--- src/rtl/irrigation_pkg.sv ---
// Shared irrigation definitions: encoder codes, actuator FSM states and a
// saturating helper used by the run-time accumulator.
package irrigation_pkg;

  localparam logic [1:0] IRG_NONE      = 2'b00;
  localparam logic [1:0] IRG_SPRINKLER = 2'b01;
  localparam logic [1:0] IRG_DRIP      = 2'b10;
  localparam logic [1:0] IRG_INVALID   = 2'b11;

  typedef enum logic [2:0] {
    IDLE    = 3'd0,
    SETTLE  = 3'd1,
    RUN     = 3'd2,
    DRAIN   = 3'd3,
    LOCKOUT = 3'd4
  } irg_state_e;

  // True for the two codes that select a real zone valve.
  function automatic logic is_zone_code(input logic [1:0] code);
    return (code == IRG_SPRINKLER) || (code == IRG_DRIP);
  endfunction

  // Increment that sticks at all-ones instead of wrapping.
  function automatic logic [15:0] sat_inc16(input logic [15:0] v);
    return (v == 16'hFFFF) ? v : v + 16'd1;
  endfunction

endpackage

--- src/rtl/irrigation_actuator_ctrl_sec_timer.sv ---
// Second counter shared by all timed states. Counts tick pulses, can be
// cleared or frozen, and flags the tick on which the count reaches limit.
module sec_timer (
  input  logic       clk,
  input  logic       rst_n,
  input  logic       clr,
  input  logic       hold,
  input  logic       tick,
  input  logic [7:0] limit,
  output logic       expired
);

  logic [7:0] sec_cnt;

  // Clear dominates; otherwise advance one step per unheld tick.
  always_ff @(posedge clk or negedge rst_n) begin
    if (!rst_n) begin
      sec_cnt <= 8'd0;
    end else if (clr) begin
      sec_cnt <= 8'd0;
    end else if (tick && !hold) begin
      sec_cnt <= sec_cnt + 8'd1;
    end
  end

  // The limit-th tick seen in a state ends it, so a state lasts limit ticks.
  always_comb begin
    expired = tick && !hold && (sec_cnt == (limit - 8'd1));
  end

endmodule

--- src/rtl/irrigation_actuator_ctrl.sv ---
// Zone valve / pump sequencer. Opens the selected valve before starting the
// pump, stops the pump before closing the valve, and enforces an off-time
// between runs. Alarm forces an immediate shutdown into lockout.
module irrigation_actuator_ctrl
  import irrigation_pkg::*;
#(
  parameter int VALVE_SETTLE_S = 2,
  parameter int PUMP_STOP_S    = 3,
  parameter int MIN_OFF_S      = 5
) (
  input  logic        clk,
  input  logic        rst_n,
  input  logic        tick_1s,
  input  logic [1:0]  coded_irg,
  input  logic        alarm,
  output logic        valve_sprinkler,
  output logic        valve_drip,
  output logic        pump_on,
  output logic        busy,
  output logic        fault,
  output logic [2:0]  state_o,
  output logic [15:0] runtime_s
);

  if (VALVE_SETTLE_S < 1 || VALVE_SETTLE_S > 255) begin : g_bad_settle
    $error("VALVE_SETTLE_S must be in 1..255");
  end
  if (PUMP_STOP_S < 1 || PUMP_STOP_S > 255) begin : g_bad_stop
    $error("PUMP_STOP_S must be in 1..255");
  end
  if (MIN_OFF_S < 1 || MIN_OFF_S > 255) begin : g_bad_off
    $error("MIN_OFF_S must be in 1..255");
  end

  localparam logic [7:0] SETTLE_LIM = 8'(VALVE_SETTLE_S);
  localparam logic [7:0] DRAIN_LIM  = 8'(PUMP_STOP_S);
  localparam logic [7:0] OFF_LIM    = 8'(MIN_OFF_S);

  irg_state_e state_q, state_d;
  logic [1:0] mode_q, mode_d;
  logic [7:0] tmr_limit;
  logic       tmr_hold;
  logic       tmr_clr;
  logic       tmr_expired;
  logic       valve_open_d;

  // Pick the expiry limit belonging to the current timed state.
  always_comb begin
    tmr_limit = 8'd1;
    unique case (state_q)
      SETTLE:  tmr_limit = SETTLE_LIM;
      DRAIN:   tmr_limit = DRAIN_LIM;
      LOCKOUT: tmr_limit = OFF_LIM;
      default: tmr_limit = 8'd1;
    endcase
  end

  // Lockout does not age while the alarm is still present; every state
  // entry restarts the count so an entry-cycle tick is not credited.
  always_comb begin
    tmr_hold = (state_q == LOCKOUT) && alarm;
    tmr_clr  = (state_d != state_q) || tmr_hold;
  end

  sec_timer u_sec_timer (
    .clk     (clk),
    .rst_n   (rst_n),
    .clr     (tmr_clr),
    .hold    (tmr_hold),
    .tick    (tick_1s),
    .limit   (tmr_limit),
    .expired (tmr_expired)
  );

  // Next-state logic; priority is alarm, then request change, then expiry.
  always_comb begin
    state_d = state_q;
    mode_d  = mode_q;
    if (alarm) begin
      state_d = LOCKOUT;
    end else begin
      unique case (state_q)
        IDLE: begin
          if (is_zone_code(coded_irg)) begin
            state_d = SETTLE;
            mode_d  = coded_irg;
          end
        end
        SETTLE: begin
          if (coded_irg != mode_q)  state_d = DRAIN;
          else if (tmr_expired)     state_d = RUN;
        end
        RUN: begin
          if (coded_irg != mode_q)  state_d = DRAIN;
        end
        DRAIN: begin
          if (tmr_expired)          state_d = LOCKOUT;
        end
        LOCKOUT: begin
          if (tmr_expired)          state_d = IDLE;
        end
        default: state_d = IDLE;
      endcase
    end
  end

  // State and latched zone register.
  always_ff @(posedge clk or negedge rst_n) begin
    if (!rst_n) begin
      state_q <= IDLE;
      mode_q  <= IRG_NONE;
    end else begin
      state_q <= state_d;
      mode_q  <= mode_d;
    end
  end

  // A valve is open while settling, running or draining.
  always_comb begin
    valve_open_d = (state_d == SETTLE) || (state_d == RUN) || (state_d == DRAIN);
  end

  // Registered output decode from the next state so outputs track the edge
  // on which the state changes, with no input-to-output combinational path.
  always_ff @(posedge clk or negedge rst_n) begin
    if (!rst_n) begin
      valve_sprinkler <= 1'b0;
      valve_drip      <= 1'b0;
      pump_on         <= 1'b0;
      busy            <= 1'b0;
      state_o         <= 3'd0;
    end else begin
      valve_sprinkler <= valve_open_d && (mode_d == IRG_SPRINKLER);
      valve_drip      <= valve_open_d && (mode_d == IRG_DRIP);
      pump_on         <= (state_d == RUN);
      busy            <= (state_d != IDLE);
      state_o         <= state_d;
    end
  end

  // Sticky fault on any invalid code; only reset clears it.
  always_ff @(posedge clk or negedge rst_n) begin
    if (!rst_n) begin
      fault <= 1'b0;
    end else if (coded_irg == IRG_INVALID) begin
      fault <= 1'b1;
    end
  end

  // Run-time seconds: cleared when a run starts, held after it ends.
  always_ff @(posedge clk or negedge rst_n) begin
    if (!rst_n) begin
      runtime_s <= 16'd0;
    end else if ((state_q == IDLE) && (state_d == SETTLE)) begin
      runtime_s <= 16'd0;
    end else if ((state_q == RUN) && tick_1s) begin
      runtime_s <= sat_inc16(runtime_s);
    end
  end

endmodule

--- config.mk ---
export PLATFORM = sky130hd
export DESIGN_NAME = irrigation_actuator_ctrl
export DESIGN_NICKNAME = d
export VERILOG_FILES = /design/src/rtl/irrigation_pkg.sv /design/src/rtl/irrigation_actuator_ctrl_sec_timer.sv /design/src/rtl/irrigation_actuator_ctrl.sv
export SDC_FILE = /design/constraint.sdc
export NUM_CORES = 1
export LEC_CHECK = 0
export BUFFER_PORTS_ARGS = -buffer_cell sky130_fd_sc_hd__buf_2
export CORE_MARGIN = 3
export CORE_UTILIZATION = 45
export CTS_BUF_LIST = sky130_fd_sc_hd__clkbuf_4
export DETAILED_ROUTE_END_ITERATION = 16
export GPL_ROUTABILITY_DRIVEN = 0
export SETUP_SLACK_MARGIN = 0.2
export SLEW_MARGIN = 40
export SYNTH_ARGS = -nofsm -noshare
export SYNTH_HDL_FRONTEND = slang
export SYNTH_HIERARCHICAL = 1
export SYNTH_SLANG_ARGS = --single-unit
--- constraint.sdc ---
create_clock -name clk -period 3.9 [get_ports clk]
set_input_delay 0.195 -clock clk [delete_from_list [all_inputs] [get_ports clk]]
set_output_delay 0.195 -clock clk [all_outputs]
set_load 0.01 [all_outputs]
==> results by group <==
Synthesis
  • Synth top area cells: dfrtp_1 39%, nand2_1 4.7%, xor2_1 3.6%
  • Prevailing post-synth register cell: dfrtp_1
  • Post-synthesis cell type count: 51
  • Share of the synthesized area in the top cell type: 39.3%
  • Syn_area_per_cell: 9.02 µm²
  • Yosys Warn Count: 6
  • Post-synth ARST share: 100%
  • Post-synth EDFFs: 0
  • Synth Register Bits: 34
  • Post-Syn Area: 2160 µm²
  • Most area-hungry cell type in the Yosys netlist: dfrtp_1
  • Sequential area share after synthesis: 39.3%
  • Cells after Synth: 240

Global routing
  • GR Util All Layers: 17.7%
  • Pin count of the biggest net entering global routing: 35
  • Global route overflow: 0
  • Initial antenna violation count: 0
  • First-pass GRT wire length: 7.80 mm
  • Vias in the first global route: 1621

Critical path
  • CP Max Fanout: 12
  • Worst Reg-to-Reg Cells: 15
  • Crit path launch: state_o[2]$_DFF_PN0_
  • Crit end category: flip-flop
  • Reg2Reg Launch Point: state_o[2]$_DFF_PN0_
  • CP Data Required Time: 4.13 ns
  • Critical Path AT: 3.58 ns
  • WS Path Type: reg -> reg
  • Type of origin of the critical path: flip-flop

Place
  • PortBufs: 29
  • Dpl cells: 325
  • Detailed placement HPWL: 3.34 mm
  • Area of placed instances: 2390 µm²

Clock tree
  • CTS tree: built
  • Post-CTS setup buffers: 0
  • Clock Latency Late Sink: 0.34 ns
  • Worst-path clk slew: 0.11 ns
  • CTS Buf Count: 5
  • Maximum root-to-sink buffer count: 2
  • Post-CTS Hold Buffers: 1
  • CTS HTree Levels: 2
  • Root buf cell: clkbuf_4
  • CTS Sinks: 34
  • Cts repair resizes: 0

STA
  • Final Cycle Share: 85.9%
  • Min Hold Slack: 0.108 ns
  • Hold violation count in the final report: 0
  • RSZ-0062 raised after global routing: no
  • Slew at the pin with the worst max-slew slack: 0.656 ns
  • Slew HR: 55.9%
  • Fin Setup TNS: 0 ns
  • Tmin final: 3.35 ns
  • Final setup violation count: 0
  • Max Slew Vio Count: 0
  • Max Clock Skew: 0.0114 ns
  • F_max: 298 MHz

Floorplan
  • Die height: 75.4 µm
  • Core Footprint: 4500 µm²
  • Die Area: 5680 µm²
  • Die width: 75.4 µm
  • Starting density of the core: 48.1%
  • # rows: 24
  • Top-level I/O count: 30

Finish
  • P&R area growth vs syn: 14.1%
  • Layout Nets: 291
  • Share of cells above drive strength 1: 17.4%
  • N_diodes: 0
  • Finished Layout Cells: 334
  • Post-route cell area: 2470 µm²

Route
  • Post-DR wirelength/cell: 13.7 µm
  • DR WL met3: 170 µm
  • Post-route DRC violation count: 0
  • Highest Signal Layer: met4
  • First-pass DRT Iterations: 4
  • Final WL: 4.58 mm
  • DRT antenna net count: 0
  • Met1 Wirelength: 2.40 mm
  • DR iter-0 viols: 62
  • Via density: 5.56
  • Met2 routed WL: 1.95 mm
  • DR vias: 1856

Worst hold path
  • Hold Path Depth: 3
  • Hold Path Origin: coded_irg[0]
  • Worst hold path class: in -> reg

Power and ir drop
  • Peak supply drop: 0.165 mV
  • Pwr Total: 607 µW
  • PD cells: 246 nW/µm²
  • Leakage power: 1.07 nW

Status
  • Outcome: finished, final reports clean

Job
  • Max-Cap Viols: 0
synth_stat cells, types with 2 or more instances:
master	number
a21oi_1	13
a311oi_1	4
a31oi_1	4
and3_1	3
buf_1	3
buf_2	2
clkbuf_1	6
dfrtp_1	34
ha_1	4
inv_1	8
mux2i_1	7
nand2_1	27
nand2b_1	6
nand3_1	7
nand3b_1	6
nand4_1	7
nor2_1	16
nor2b_1	7
nor3_1	4
nor4_1	2
o211ai_1	3
o21ai_0	8
o311a_1	2
o311ai_0	2
o31ai_1	5
or2_2	3
or3_1	3
or4_1	6
xnor2_1	8
xor2_1	9
registers in the layout (all words and copies together) (netlist names):
| signal | cells |
|---|---|
| u_sec_timer/sec_cnt | 8 |
| fault | 1 |
| state_o | 3 |
| valve_sprinkler | 1 |
| busy | 1 |
| valve_drip | 1 |
| runtime_s | 16 |
| pump_on | 1 |
| mode_q | 2 |
final cells by class:
cell class	count	area, µm²
fillers	422	2030
multi-input cells	198	1280
flip-flops and latches	34	851
repair buffers	34	188
well taps	52	65.1
clock buffers	5	37.5
inverters	8	30.0
clock inverters	3	16.3
stage by stage:
stage | setup slack [ns] | utilization, %
after global routing | 0.215 | 54.8
after detailed placement | 0.551 | 53.2
after global placement | 0.617 | 53.2
after CTS | 0.530 | 54.6
after floorplan | 0.525 | -
final | 0.549 | 54.8
layout by cell type, fill, tap and decap left out, drive strengths merged, types with 4 or more instances in the layout:
cell / instances
o31ai: 5
nand3: 7
xnor2: 8
o21ai: 8
a31oi: 4
nor2b: 7
inv: 8
dfrtp: 34
a21oi: 13
ha: 4
nand3b: 6
clkbuf: 5
nor3: 4
nand2b: 6
a311oi: 4
or4: 7
nand4: 7
or2: 4
conb: 13
nor2: 16
mux2i: 7
buf: 33
nand2: 27
xor2: 9
layer usage:
metal  GRT usage, %  up-vias
met2           25.2       35
li1               -      948
met3           4.49        8
met4           5.24        0
met1           26.3      865
met5              0        -
final timing paths:
check	end	slack (ns)
worst min-delay path	mode_q[0]$_DFF_PN0_	0.11
worst max register to register	u_sec_timer/sec_cnt[6]$_DFFE_PN0P_	0.55
worst min register to register	fault$_DFFE_PN0N_	0.48
max in group asynchronous	pump_on$_DFF_PN0_	3.26
worst max-delay path	u_sec_timer/sec_cnt[6]$_DFFE_PN0P_	0.55
min in group asynchronous	runtime_s[10]$_DFFE_PN0P_	0.31
where the power goes:
group	internal, mW	leakage (nW)	total (mW)	switching, mW
clock	0.0670	0.0286	0.190	0.123
combinational	0.0212	0.584	0.0536	0.0324
sequential	0.357	0.457	0.363	0.00625
total	0.445	1.07	0.607	0.162
kinds of logic (layout without fill, tap and decap cells):
group                      count (synthesis)  count (layout)  synth area share, %
DFF                                       34              34                 39.3
AOI/OAI and AO/OA                         49              49                 15.5
and+or+nand+nor                          108             108                 28.7
adders and majority gates                  4               4                 2.31
buffers and inverters                     20              50                 3.93
muxes                                      7               7                 3.24
other                                      1              13                0.173
xor gates and xnor gates                  17              17                 6.88
critical path, cell delays in order (launching register included):
cell and delay [ns]:
dfrtp_1 0.57, nor2b_1 0.16, nand2b_1 0.15, inv_1 0.06, ha_1 0.21, nor2b_1 0.16, o311a_1 0.31, or4_1 0.53
a2111oi_2 0.22, buf_4 0.22, nor3_1 0.05, a31oi_1 0.14, nor2_1 0.06, o22ai_1 0.17, buf_4 0.19, a21oi_1 0.05
Note: power is estimated with default switching activity, not from simulation.
